### config.mk
export PLATFORM = sky130hd
export DESIGN_NAME = redirect_controller_flat
export DESIGN_NICKNAME = d
export VERILOG_FILES = /design/src/rtl/redirect_controller_if.sv /design/src/rtl/redirect_controller.sv /design/src/flat_wrapper.sv
export SDC_FILE = /design/constraint.sdc
export NUM_CORES = 1
export LEC_CHECK = 0
export ABC_AREA = 0
export ABC_CLOCK_PERIOD_IN_PS = 1810
export BUFFER_PORTS_ARGS = -buffer_cell sky130_fd_sc_hd__clkbuf_2
export CORE_ASPECT_RATIO = 1.25
export CORE_MARGIN = 1
export CORE_UTILIZATION = 30
export DETAILED_ROUTE_END_ITERATION = 8
export PLACE_DENSITY_LB_ADDON = 0.25
export SLEW_MARGIN = 0
export SYNTH_ARGS = -nofsm -noshare
export SYNTH_HDL_FRONTEND = slang
export SYNTH_SLANG_ARGS = --single-unit
### constraint.sdc
create_clock -name CLK -period 1.81 [get_ports CLK]
set_input_delay 0.181 -clock CLK [delete_from_list [all_inputs] [get_ports CLK]]
set_output_delay 0.181 -clock CLK [all_outputs]
set_load 0.05 [all_outputs]
### src/rtl/redirect_controller_if.sv
// Redirect controller bus.
// Groups the fetch-redirect, syscall and debug signals between the pipeline
// (master) and redirect_controller (slave).
//   Pipeline -> controller : STALL, pred_take/pred_addr, mis_req/mis_addr,
//                            sys_req, sys_ack, cnt_preload/cnt_preload_val
//   Controller -> pipeline : Request_Alt_PC, Alt_PC, FLUSH, fetch_hold, SYS,
//                            mispredict_count, state
// Handshake: these are level requests, not valid/ready pairs. A request is
// taken on the rising CLK edge where it is high and the controller is able to
// accept it (RUN, and STALL=0 for ID-originated requests). Nothing is queued:
// a request that is not taken is dropped, and a held request is taken at the
// first edge that can accept it. sys_ack is taken only while in SYSWAIT.
interface redirect_controller_if;
  logic        STALL;
  logic        pred_take;
  logic [31:0] pred_addr;
  logic        mis_req;
  logic [31:0] mis_addr;
  logic        sys_req;
  logic        sys_ack;
  logic        cnt_preload;      // debug: load mispredict_count from cnt_preload_val
  logic [15:0] cnt_preload_val;
  logic        Request_Alt_PC;
  logic [31:0] Alt_PC;
  logic        FLUSH;
  logic        fetch_hold;
  logic        SYS;
  logic [15:0] mispredict_count;
  logic [1:0]  state;

  modport master (
    output STALL, pred_take, pred_addr, mis_req, mis_addr, sys_req, sys_ack,
           cnt_preload, cnt_preload_val,
    input  Request_Alt_PC, Alt_PC, FLUSH, fetch_hold, SYS, mispredict_count, state
  );

  modport slave (
    input  STALL, pred_take, pred_addr, mis_req, mis_addr, sys_req, sys_ack,
           cnt_preload, cnt_preload_val,
    output Request_Alt_PC, Alt_PC, FLUSH, fetch_hold, SYS, mispredict_count, state
  );
endinterface

### src/rtl/redirect_controller.sv
// Fetch redirect / syscall drain controller.
// Turns predictor and ID-stage requests into a registered PC redirect for IF,
// suppresses wrong-path fetch for FLUSH_DEPTH cycles after a misprediction,
// and drains the back end for DRAIN_CYCLES before handing a syscall over.
// Ports:
//   CLK   - clock, rising edge
//   RESET - asynchronous active-low reset
//   bus   - redirect_controller_if.slave (requests in, redirect/status out)
// Every output comes straight from a flop: one cycle from sampled input.
module redirect_controller #(
  parameter int FLUSH_DEPTH  = 7,
  parameter int DRAIN_CYCLES = 4
) (
  input  logic                  CLK,
  input  logic                  RESET,
  redirect_controller_if.slave  bus
);

  typedef enum logic [1:0] {
    ST_RUN     = 2'd0,
    ST_FLUSH   = 2'd1,
    ST_DRAIN   = 2'd2,
    ST_SYSWAIT = 2'd3
  } state_e;

  // Counters count down to 0 inclusive, so load N-1 to spend N cycles.
  localparam logic [7:0] FLUSH_LOAD = 8'(FLUSH_DEPTH - 1);
  localparam logic [7:0] DRAIN_LOAD = 8'(DRAIN_CYCLES - 1);

  state_e      state_q, state_d;
  logic [7:0]  ctr_q, ctr_d;
  logic        req_q, req_d;
  logic [31:0] alt_q, alt_d;
  logic        flush_q, flush_d;
  logic        hold_q, hold_d;
  logic        sys_q, sys_d;
  logic [15:0] cnt_q, cnt_d;

  logic take_mis, take_sys, take_pred;

  // mis_req beats sys_req beats pred_take; STALL gates only the ID requests.
  assign take_mis  = (state_q == ST_RUN) && !bus.STALL && bus.mis_req;
  assign take_sys  = (state_q == ST_RUN) && !bus.STALL && bus.sys_req && !bus.mis_req;
  assign take_pred = (state_q == ST_RUN) && bus.pred_take && !take_mis && !take_sys;

  // State register
  always_ff @(posedge CLK or negedge RESET) begin
    if (!RESET) begin
      state_q <= ST_RUN;
      ctr_q   <= 8'd0;
    end else begin
      state_q <= state_d;
      ctr_q   <= ctr_d;
    end
  end

  // Next-state logic
  always_comb begin
    state_d = state_q;
    ctr_d   = ctr_q;
    unique case (state_q)
      ST_RUN: begin
        if (take_mis) begin
          state_d = ST_FLUSH;
          ctr_d   = FLUSH_LOAD;
        end else if (take_sys) begin
          state_d = ST_DRAIN;
          ctr_d   = DRAIN_LOAD;
        end
      end
      ST_FLUSH: begin
        if (ctr_q == 8'd0) state_d = ST_RUN;
        else               ctr_d   = ctr_q - 8'd1;
      end
      ST_DRAIN: begin
        if (ctr_q == 8'd0) state_d = ST_SYSWAIT;
        else               ctr_d   = ctr_q - 8'd1;
      end
      ST_SYSWAIT: begin
        if (bus.sys_ack) state_d = ST_RUN;
      end
      default: state_d = ST_RUN;
    endcase
  end

  // Output logic: next values of the output flops
  always_comb begin
    req_d   = take_mis || take_pred;
    alt_d   = alt_q;
    if (take_mis)       alt_d = bus.mis_addr;
    else if (take_pred) alt_d = bus.pred_addr;
    flush_d = take_mis;
    // Decoded from the next state so the flags line up with the state output.
    hold_d  = (state_d == ST_DRAIN) || (state_d == ST_SYSWAIT);
    sys_d   = (state_d == ST_SYSWAIT);
    cnt_d   = cnt_q;
    if (bus.cnt_preload)                   cnt_d = bus.cnt_preload_val;
    else if (take_mis && cnt_q != 16'hFFFF) cnt_d = cnt_q + 16'd1;
  end

  // Output registers
  always_ff @(posedge CLK or negedge RESET) begin
    if (!RESET) begin
      req_q   <= 1'b0;
      alt_q   <= 32'h0000_0000;
      flush_q <= 1'b0;
      hold_q  <= 1'b0;
      sys_q   <= 1'b0;
      cnt_q   <= 16'h0000;
    end else begin
      req_q   <= req_d;
      alt_q   <= alt_d;
      flush_q <= flush_d;
      hold_q  <= hold_d;
      sys_q   <= sys_d;
      cnt_q   <= cnt_d;
    end
  end

  assign bus.Request_Alt_PC   = req_q;
  assign bus.Alt_PC           = alt_q;
  assign bus.FLUSH            = flush_q;
  assign bus.fetch_hold       = hold_q;
  assign bus.SYS              = sys_q;
  assign bus.mispredict_count = cnt_q;
  assign bus.state            = state_q;

endmodule

### src/flat_wrapper.sv
// flat-port wrapper written by rule: the top's interface ports become plain ports
module redirect_controller_flat 
#(
  parameter int FLUSH_DEPTH  = 7,
  parameter int DRAIN_CYCLES = 4
)
  (CLK, RESET, bus_STALL, bus_pred_take, bus_pred_addr, bus_mis_req, bus_mis_addr, bus_sys_req, bus_sys_ack, bus_cnt_preload, bus_cnt_preload_val, bus_Request_Alt_PC, bus_Alt_PC, bus_FLUSH, bus_fetch_hold, bus_SYS, bus_mispredict_count, bus_state);
  redirect_controller_if bus_i ();
  input  logic CLK;
  input  logic RESET;
  input wire logic [$bits(bus_i.STALL)-1:0] bus_STALL;
  input wire logic [$bits(bus_i.pred_take)-1:0] bus_pred_take;
  input wire logic [$bits(bus_i.pred_addr)-1:0] bus_pred_addr;
  input wire logic [$bits(bus_i.mis_req)-1:0] bus_mis_req;
  input wire logic [$bits(bus_i.mis_addr)-1:0] bus_mis_addr;
  input wire logic [$bits(bus_i.sys_req)-1:0] bus_sys_req;
  input wire logic [$bits(bus_i.sys_ack)-1:0] bus_sys_ack;
  input wire logic [$bits(bus_i.cnt_preload)-1:0] bus_cnt_preload;
  input wire logic [$bits(bus_i.cnt_preload_val)-1:0] bus_cnt_preload_val;
  output wire logic [$bits(bus_i.Request_Alt_PC)-1:0] bus_Request_Alt_PC;
  output wire logic [$bits(bus_i.Alt_PC)-1:0] bus_Alt_PC;
  output wire logic [$bits(bus_i.FLUSH)-1:0] bus_FLUSH;
  output wire logic [$bits(bus_i.fetch_hold)-1:0] bus_fetch_hold;
  output wire logic [$bits(bus_i.SYS)-1:0] bus_SYS;
  output wire logic [$bits(bus_i.mispredict_count)-1:0] bus_mispredict_count;
  output wire logic [$bits(bus_i.state)-1:0] bus_state;
  assign bus_i.STALL = bus_STALL;
  assign bus_i.pred_take = bus_pred_take;
  assign bus_i.pred_addr = bus_pred_addr;
  assign bus_i.mis_req = bus_mis_req;
  assign bus_i.mis_addr = bus_mis_addr;
  assign bus_i.sys_req = bus_sys_req;
  assign bus_i.sys_ack = bus_sys_ack;
  assign bus_i.cnt_preload = bus_cnt_preload;
  assign bus_i.cnt_preload_val = bus_cnt_preload_val;
  assign bus_Request_Alt_PC = bus_i.Request_Alt_PC;
  assign bus_Alt_PC = bus_i.Alt_PC;
  assign bus_FLUSH = bus_i.FLUSH;
  assign bus_fetch_hold = bus_i.fetch_hold;
  assign bus_SYS = bus_i.SYS;
  assign bus_mispredict_count = bus_i.mispredict_count;
  assign bus_state = bus_i.state;
  redirect_controller #(.FLUSH_DEPTH(FLUSH_DEPTH), .DRAIN_CYCLES(DRAIN_CYCLES)) u_core (.CLK(CLK), .RESET(RESET), .bus(bus_i));
endmodule
==> flow_summary.toml, run 1 <==
[run_status]
outcome = "complete, no violations"

[sta]
worst_pin_slew_ns = 0.359
hold_viol_final = 0
rsz0062_at_grt = "yes"
max_freq_ghz = 0.560
fin_crit_sh_pct = 98.7
whs_ns = 0.0696
slew-limit-headroom_pct = 75.8
setup-violations-final = 0
slew_viol_final = 0
setup_ws_ns = 0.0229
fin_skew_ns = 0.00658
fin_crit_ns = 1.79
finalSetupTns_ns = 0

[layout]
finalNetCount = 653
fillerInstances = 1164
antenna_cells = 0
drive_above_1_share_pct = 47.7
syn2layout_area_growth_pct = 43.7

[synth]
synth_async_sr_flop_share_pct = 100
syn_area_mm2 = 0.00355
syn-num-nets = 483
yosys_register_bits = 62
synth_edf_count = 0
synth_ff_type = "dfrtp_1"
avgSynthCellArea_um2 = 9.19
ys_seq_area_share_pct = 43.6
synth_warnings = 0
ys_top_cells_by_count = "120 x nand2_1, 62 x dfrtp_1, 33 x mux2_2, 14 x nand3_1, 13 x nor2_1"
yosysMostFrequentCell = "nand2_1"
synthTopCellsByArea = "dfrtp_1 44%, nand2_1 13%, mux2_2 10%"
yosys.area.top_type = "dfrtp_1"
synth.distinct_cells = 53
synth_top_area_share_pct = 43.6
postSynthCellCount = 387

[grt]
grt_remaining_overflow = 0
antenna_found_initial = 0
grt_first_pass_wirelength_um = 15700
grt_max_degree = 63
grt_usage_pct = 16.4
first_global_vias = 3289

[routing]
drtIter0Drc = 96
dr_total_vias = 3500
wl_um = 9810
drtPass1Iterations = 6
antenna_left = 0
drc = 0
wire_per_inst_um = 14.0
vias_per_cell = 5.00

[critical_path]
reg2reg_slack_ns = 0.02
crit_type = "flip-flop to flip-flop"
start_kind = "flip-flop"
arrival_ns = 1.98
end_kind = "flip-flop"
slowest_stage = "dfrtp_2"
r2r-start = "u_core.bus.state[1]$_DFF_PN0_"
cp_data_required_time_ns = 2.00
path_max_fanout = 4
cp_common_cell = "or3_1"
slowest_delay_ns = 0.44
crit_start = "u_core.bus.state[1]$_DFF_PN0_"
crit_chain = "buf_6, ha_4, or3_1, and4b_1, or3_1"

[clock_tree]
cts_tree = "yes"
clock_tree.htree_level_count = 3
clk_latency_ns = 0.33
clockBufferDepth = 2
cts_inserted_buffers = 9
cts_root_buffer = "clkbuf_16"
clk_pin_slew_ns = 0.05
clock-sinks = 62

[floorplan]
fp-row-count = 44
core_mm2 = 0.0116
fp.dieArea_mm2 = 0.0123
pin_count = 142
die_w_um = 99.4
start_util_pct = 30.7
die_h_um = 124

[pwr]
power.switching_w = 0.00378
switching_share_pct = 46.0
internal_power_w = 0.00444
leakagePower_nw = 2.52
clkPwrFrac_pct = 20.5
p_total_w = 0.00822
seqPwrFrac_pct = 26.9
power_density_mw_per_mm2 = 1610
power_frac_comb_pct = 52.5
peakVddDrop_mv = 0.935

[hold_path]
hp-start = "bus_cnt_preload_val[12]"
hp-class = "primary input to flip-flop"

[place]
routabilityCongestion = 0.807
post-dp-hpwl_um = 7110
port_buffers = 141
place_ws_ns = -0.0516

[run]
max_cap_viol_count = 0
[timing repair]
item	in CTS	in global routing
endpoints found under the hold margin	62	0
resized for setup	4	22
pin swaps	1	10
hold buffers	1	0
buffers inserted	0	4
endpoints found under the setup margin	5	14
[power groups by stage]
stage	registers [W]	clock network, W	logic [W]
6_report	0.00222	0.00169	0.00432
5_1_grt	0.00230	0.00180	0.00462
4_1_cts	0.00222	0.00174	0.00424
3_5_place_dp	0.00223	0	0.00422
3_3_place_gp	0.00222	0	0.00416
2_1_floorplan	0.00382	0	0.00149
[logic make-up (layout without fill, tap and decap cells)]
group                      after synthesis  after routing  share of synthesized area, %
AOI/OAI and AO/OA                       54             54                          10.7
adders and majority gates                8              8                          2.82
buffers and inverters                   27            202                          3.41
DFF                                     62             62                          43.6
muxes                                   37             37                          11.6
and+or+nand+nor                        199            199                          27.9
[final cells by class]
| cell class | count | area [um2] | area share (%) |
|---|---|---|---|
| inverter | 10 | 42.5 | 0.833 |
| timing repair buffer | 176 | 1010 | 19.9 |
| clock inverter | 6 | 61.3 | 1.20 |
| sequential | 62 | 1570 | 30.8 |
| multi-input combinational | 298 | 2020 | 39.5 |
| clock buffer | 10 | 229 | 4.48 |
| tap | 138 | 173 | 3.38 |
[flip-flops by register name (all words and copies together) (netlist names)]
register,flops
u_core.bus.Alt_PC,32
u_core.bus.FLUSH,1
u_core.bus.Request_Alt_PC,1
u_core.bus.SYS,1
u_core.bus.fetch_hold,1
u_core.bus.mispredict_count,16
u_core.bus.state,2
u_core.ctr_q,8
[path summary, 6_finish.rpt]
kind                                                               endpoint  cells past startpoint
worst min-delay path            u_core.bus.mispredict_count[12]$_DFFE_PN0P_                      3
worst max-delay path                          u_core.bus.state[0]$_DFF_PN0_                      5
worst max register to register                u_core.bus.state[0]$_DFF_PN0_                      5
min in group asynchronous        u_core.bus.mispredict_count[6]$_DFFE_PN0P_                      3
max in group asynchronous                       u_core.ctr_q[3]$_DFFE_PN0P_                      3
worst min register to register            u_core.bus.Alt_PC[12]$_DFFE_PN0P_                      1
[cells in the final DEF (no fill, tap or decap), types with 3 or more instances in the layout]
master	n
buf_4	27
nor3_1	5
dfrtp_2	16
nand2_1	120
or3_1	5
buf_6	5
nand4_1	4
clkbuf_2	141
o31ai_1	8
o21ai_1	3
nor2_1	13
or4_4	3
ha_1	3
inv_1	7
dfrtp_1	46
nand3_1	13
nand2b_1	3
o21ai_0	6
mux2i_1	4
clkinv_2	3
or4_1	6
mux2_2	33
a21oi_1	5
o211ai_1	3
clkbuf_16	9
ha_2	3
nor4_4	4
nor2b_1	4
a31oi_1	7
[through the flow]
| stage | cells | instance area (um2) | utilization [%] |
|---|---|---|---|
| finish | 700 | 5110 | 44.2 |
| global route | 700 | 5110 | 44.2 |
| CTS | 696 | 4990 | 43.1 |
| detailed placement | 679 | 4670 | 40.4 |
| global placement | 679 | 4670 | 40.4 |
| floorplan | 387 | 3630 | - |
[metal layers]
| metal | global-route usage, % | routed length, um | up-vias |
|---|---|---|---|
| li1 | - | - | 1723 |
| met1 | 19.4 | 4030 | 1660 |
| met2 | 28.8 | 5090 | 104 |
| met3 | 4.10 | 534 | 13 |
| met4 | 5.88 | 150 | 0 |
| met5 | 0 | 0 | - |
[critical path, delay by kind of cell (launching register included)]
family / cells / cell delay (ns)
buffers and inverters: 1 / 0.14
adders and majority gates: 1 / 0.15
and+or+nand+nor: 3 / 0.93
DFF: 1 / 0.44
Note: power is estimated with default switching activity, not from simulation.
==> run 2: changes to the inputs <==
--- a/config.mk
+++ b/config.mk
@@ -8,11 +8,14 @@
 export ABC_AREA = 0
 export ABC_CLOCK_PERIOD_IN_PS = 1810
 export BUFFER_PORTS_ARGS = -buffer_cell sky130_fd_sc_hd__clkbuf_2
+export CELL_PAD_IN_SITES_DETAIL_PLACEMENT = 1
+export CELL_PAD_IN_SITES_GLOBAL_PLACEMENT = 1
 export CORE_ASPECT_RATIO = 1.25
 export CORE_MARGIN = 1
 export CORE_UTILIZATION = 30
 export DETAILED_ROUTE_END_ITERATION = 8
 export PLACE_DENSITY_LB_ADDON = 0.25
+export REMOVE_ABC_BUFFERS = 1
 export SLEW_MARGIN = 0
 export SYNTH_ARGS = -nofsm -noshare
 export SYNTH_HDL_FRONTEND = slang
==> run 2 against run 1 <==
The run now ends with negative setup slack left. Wire length grew 19%. Die area is the same. Utilization is 1.2 points higher. Critical path depth is 1 higher.
==> flow_summary.toml, run 2 (synthesized netlist as in run 1, its figures left out) <==
[sta]
rsz0062_at_grt = "yes"
setup_ws_ns = -0.0408
max_freq_ghz = 0.540
worst_pin_slew_ns = 0.635
slew_viol_final = 0
setup-violations-final = 2
fin_crit_ns = 1.85
fin_crit_sh_pct = 102
fin_skew_ns = 0.00405
hold_viol_final = 0
slew-limit-headroom_pct = 57.6

[clock_tree]
cts_inserted_buffers = 9
clockBufferDepth = 2
clock_tree.htree_level_count = 3
clk_latency_ns = 0.33
clk_pin_slew_ns = 0.05
cts_root_buffer = "clkbuf_16"
clock-sinks = 62
cts_tree = "yes"

[pwr]
power_density_mw_per_mm2 = 1630
seqPwrFrac_pct = 25.8
peakVddDrop_mv = 0.482
power_frac_comb_pct = 52.9
clkPwrFrac_pct = 21.3
switching_share_pct = 45.2
internal_power_w = 0.00470
leakagePower_nw = 2.61
power.switching_w = 0.00388

[hold_path]
hp-class = "primary input to flip-flop"

[layout]
fin_util_pct = 45.4
syn2layout_area_growth_pct = 47.7
fin_cells = 712
largest_register_ffs = 32
finalNetCount = 665
final_common_cell = "clkbuf_2"
drive_above_1_share_pct = 45.8
final_cell_mix = "141 x clkbuf_2, 120 x nand2_1, 62 x dfrtp_1, 37 x buf_4, 33 x mux2_2"
antenna_cells = 0

[critical_path]
r2r_end = "u_core.bus.state[0]$_DFF_PN0_"
cp_common_cell = "or3_1"
path_max_fanout = 5
reg2reg_slack_ns = -0.04
crit_chain = "buf_6, ha_4, nor2b_2, or3_1, and4b_1, or3_1"
slowest_delay_ns = 0.41
cp_data_required_time_ns = 2.01
crit_type = "flip-flop to flip-flop"
critPathCapture = "u_core.bus.state[0]$_DFF_PN0_"
r2r-start = "u_core.bus.state[0]$_DFF_PN0_"
end_kind = "flip-flop"
crit_start = "u_core.bus.state[0]$_DFF_PN0_"
arrival_ns = 2.05
start_kind = "flip-flop"
reg2reg_depth = 6
slowest_stage = "dfrtp_1"

[grt]
grt_max_degree = 39
grt_usage_pct = 19.7
grt_first_pass_wirelength_um = 18800
first_global_vias = 3795
antenna_found_initial = 0
grt_remaining_overflow = 0

[routing]
vias_per_cell = 5.10
wire_per_inst_um = 16.4
wl_um = 11700
dr_total_vias = 3632
drc = 0
drtPass1Iterations = 4
drtIter0Drc = 121
antenna_left = 0

[place]
dp.cells = 691
post-dp-hpwl_um = 8690
routabilityCongestion = 0.796
port_buffers = 141

[floorplan]
start_util_pct = 30.7
fp-row-count = 44
core_mm2 = 0.0116
die_w_um = 99.4
fp.dieArea_mm2 = 0.0123
pin_count = 142
die_h_um = 124

[run_status]
outcome = "complete, but fails checks"
violations = "negative setup slack"

[run]
max_cap_viol_count = 0
run 2: worst min-delay path by stage:
stage,start,endpoint,cells after the start
final,bus_cnt_preload_val[8],u_core.bus.mispredict_count[8]$_DFFE_PN0P_,3
after global routing,bus_cnt_preload_val[8],u_core.bus.mispredict_count[8]$_DFFE_PN0P_,3
after CTS,bus_cnt_preload_val[4],u_core.bus.mispredict_count[4]$_DFFE_PN0P_,3
after detailed placement,RESET,u_core.bus.Alt_PC[31]$_DFFE_PN0P_,1
after global placement,RESET,u_core.bus.Alt_PC[31]$_DFFE_PN0P_,1
after floorplan,RESET,u_core.bus.Alt_PC[0]$_DFFE_PN0P_,0
run 2: layout make-up:
class | count | area [um2]
clock buffers | 12 | 246
clock inverters | 4 | 70.1
fillers | 1376 | 6310
inverters | 10 | 40.0
multi-input cells | 298 | 2020
flip-flops and latches | 62 | 1550
well taps | 138 | 173
repair buffers | 188 | 1140
run 2: timing repair:
action,in CTS,in global routing
cloned,0,1
setup endpoints to repair,13,15
endpoints found under the hold margin,12,0
hold buffers,1,0
pin swaps,2,12
gates resized for setup,15,19
buffers inserted,1,2
run 2: metrics by stage:
stage / setup WS (ns) / hold WS (ns) / setup TNS [ns] / power, W / area (um2)
2_1_floorplan: -1.45 / -0.115 / -60.26 / 0.00517 / 3470
3_3_place_gp: -0.0371 / 0.124 / -0.0441 / 0.00648 / 4730
3_5_place_dp: -0.0941 / 0.135 / -0.395 / 0.00662 / 4730
4_1_cts: -0.0325 / 0.0574 / -0.0325 / 0.00858 / 5110
5_1_grt: -0.0617 / 0.0608 / -0.259 / 0.00908 / 5250
6_report: -0.0408 / 0.0638 / -0.0443 / 0.00858 / 5250
run 2: layer usage:
metal / part of all wire (%) / global-route usage, % / up-vias
met3: 4.9 / 3.93 / 15
met2: 51 / 35.5 / 113
met4: 1.7 / 8.00 / 0
met1: 42 / 22.8 / 1769
li1: - / - / 1735
met5: 0 / 0 / -
run 2: power groups by stage:
stage               combinational, W  clock [W]  sequential, W
CTS                          0.00449    0.00188        0.00221
finish                       0.00454    0.00183        0.00221
detailed placement           0.00439          0        0.00223
global placement             0.00429          0        0.00218
global route                 0.00486    0.00193        0.00228
floorplan                    0.00137          0        0.00380
run 2: worst max-delay path, delay by kind of cell (launching register included):
family / cells / cell delay, ns
and+or+nand+nor: 4 / 1.02
adders and majority gates: 1 / 0.15
buffers and inverters: 1 / 0.15
DFF: 1 / 0.41
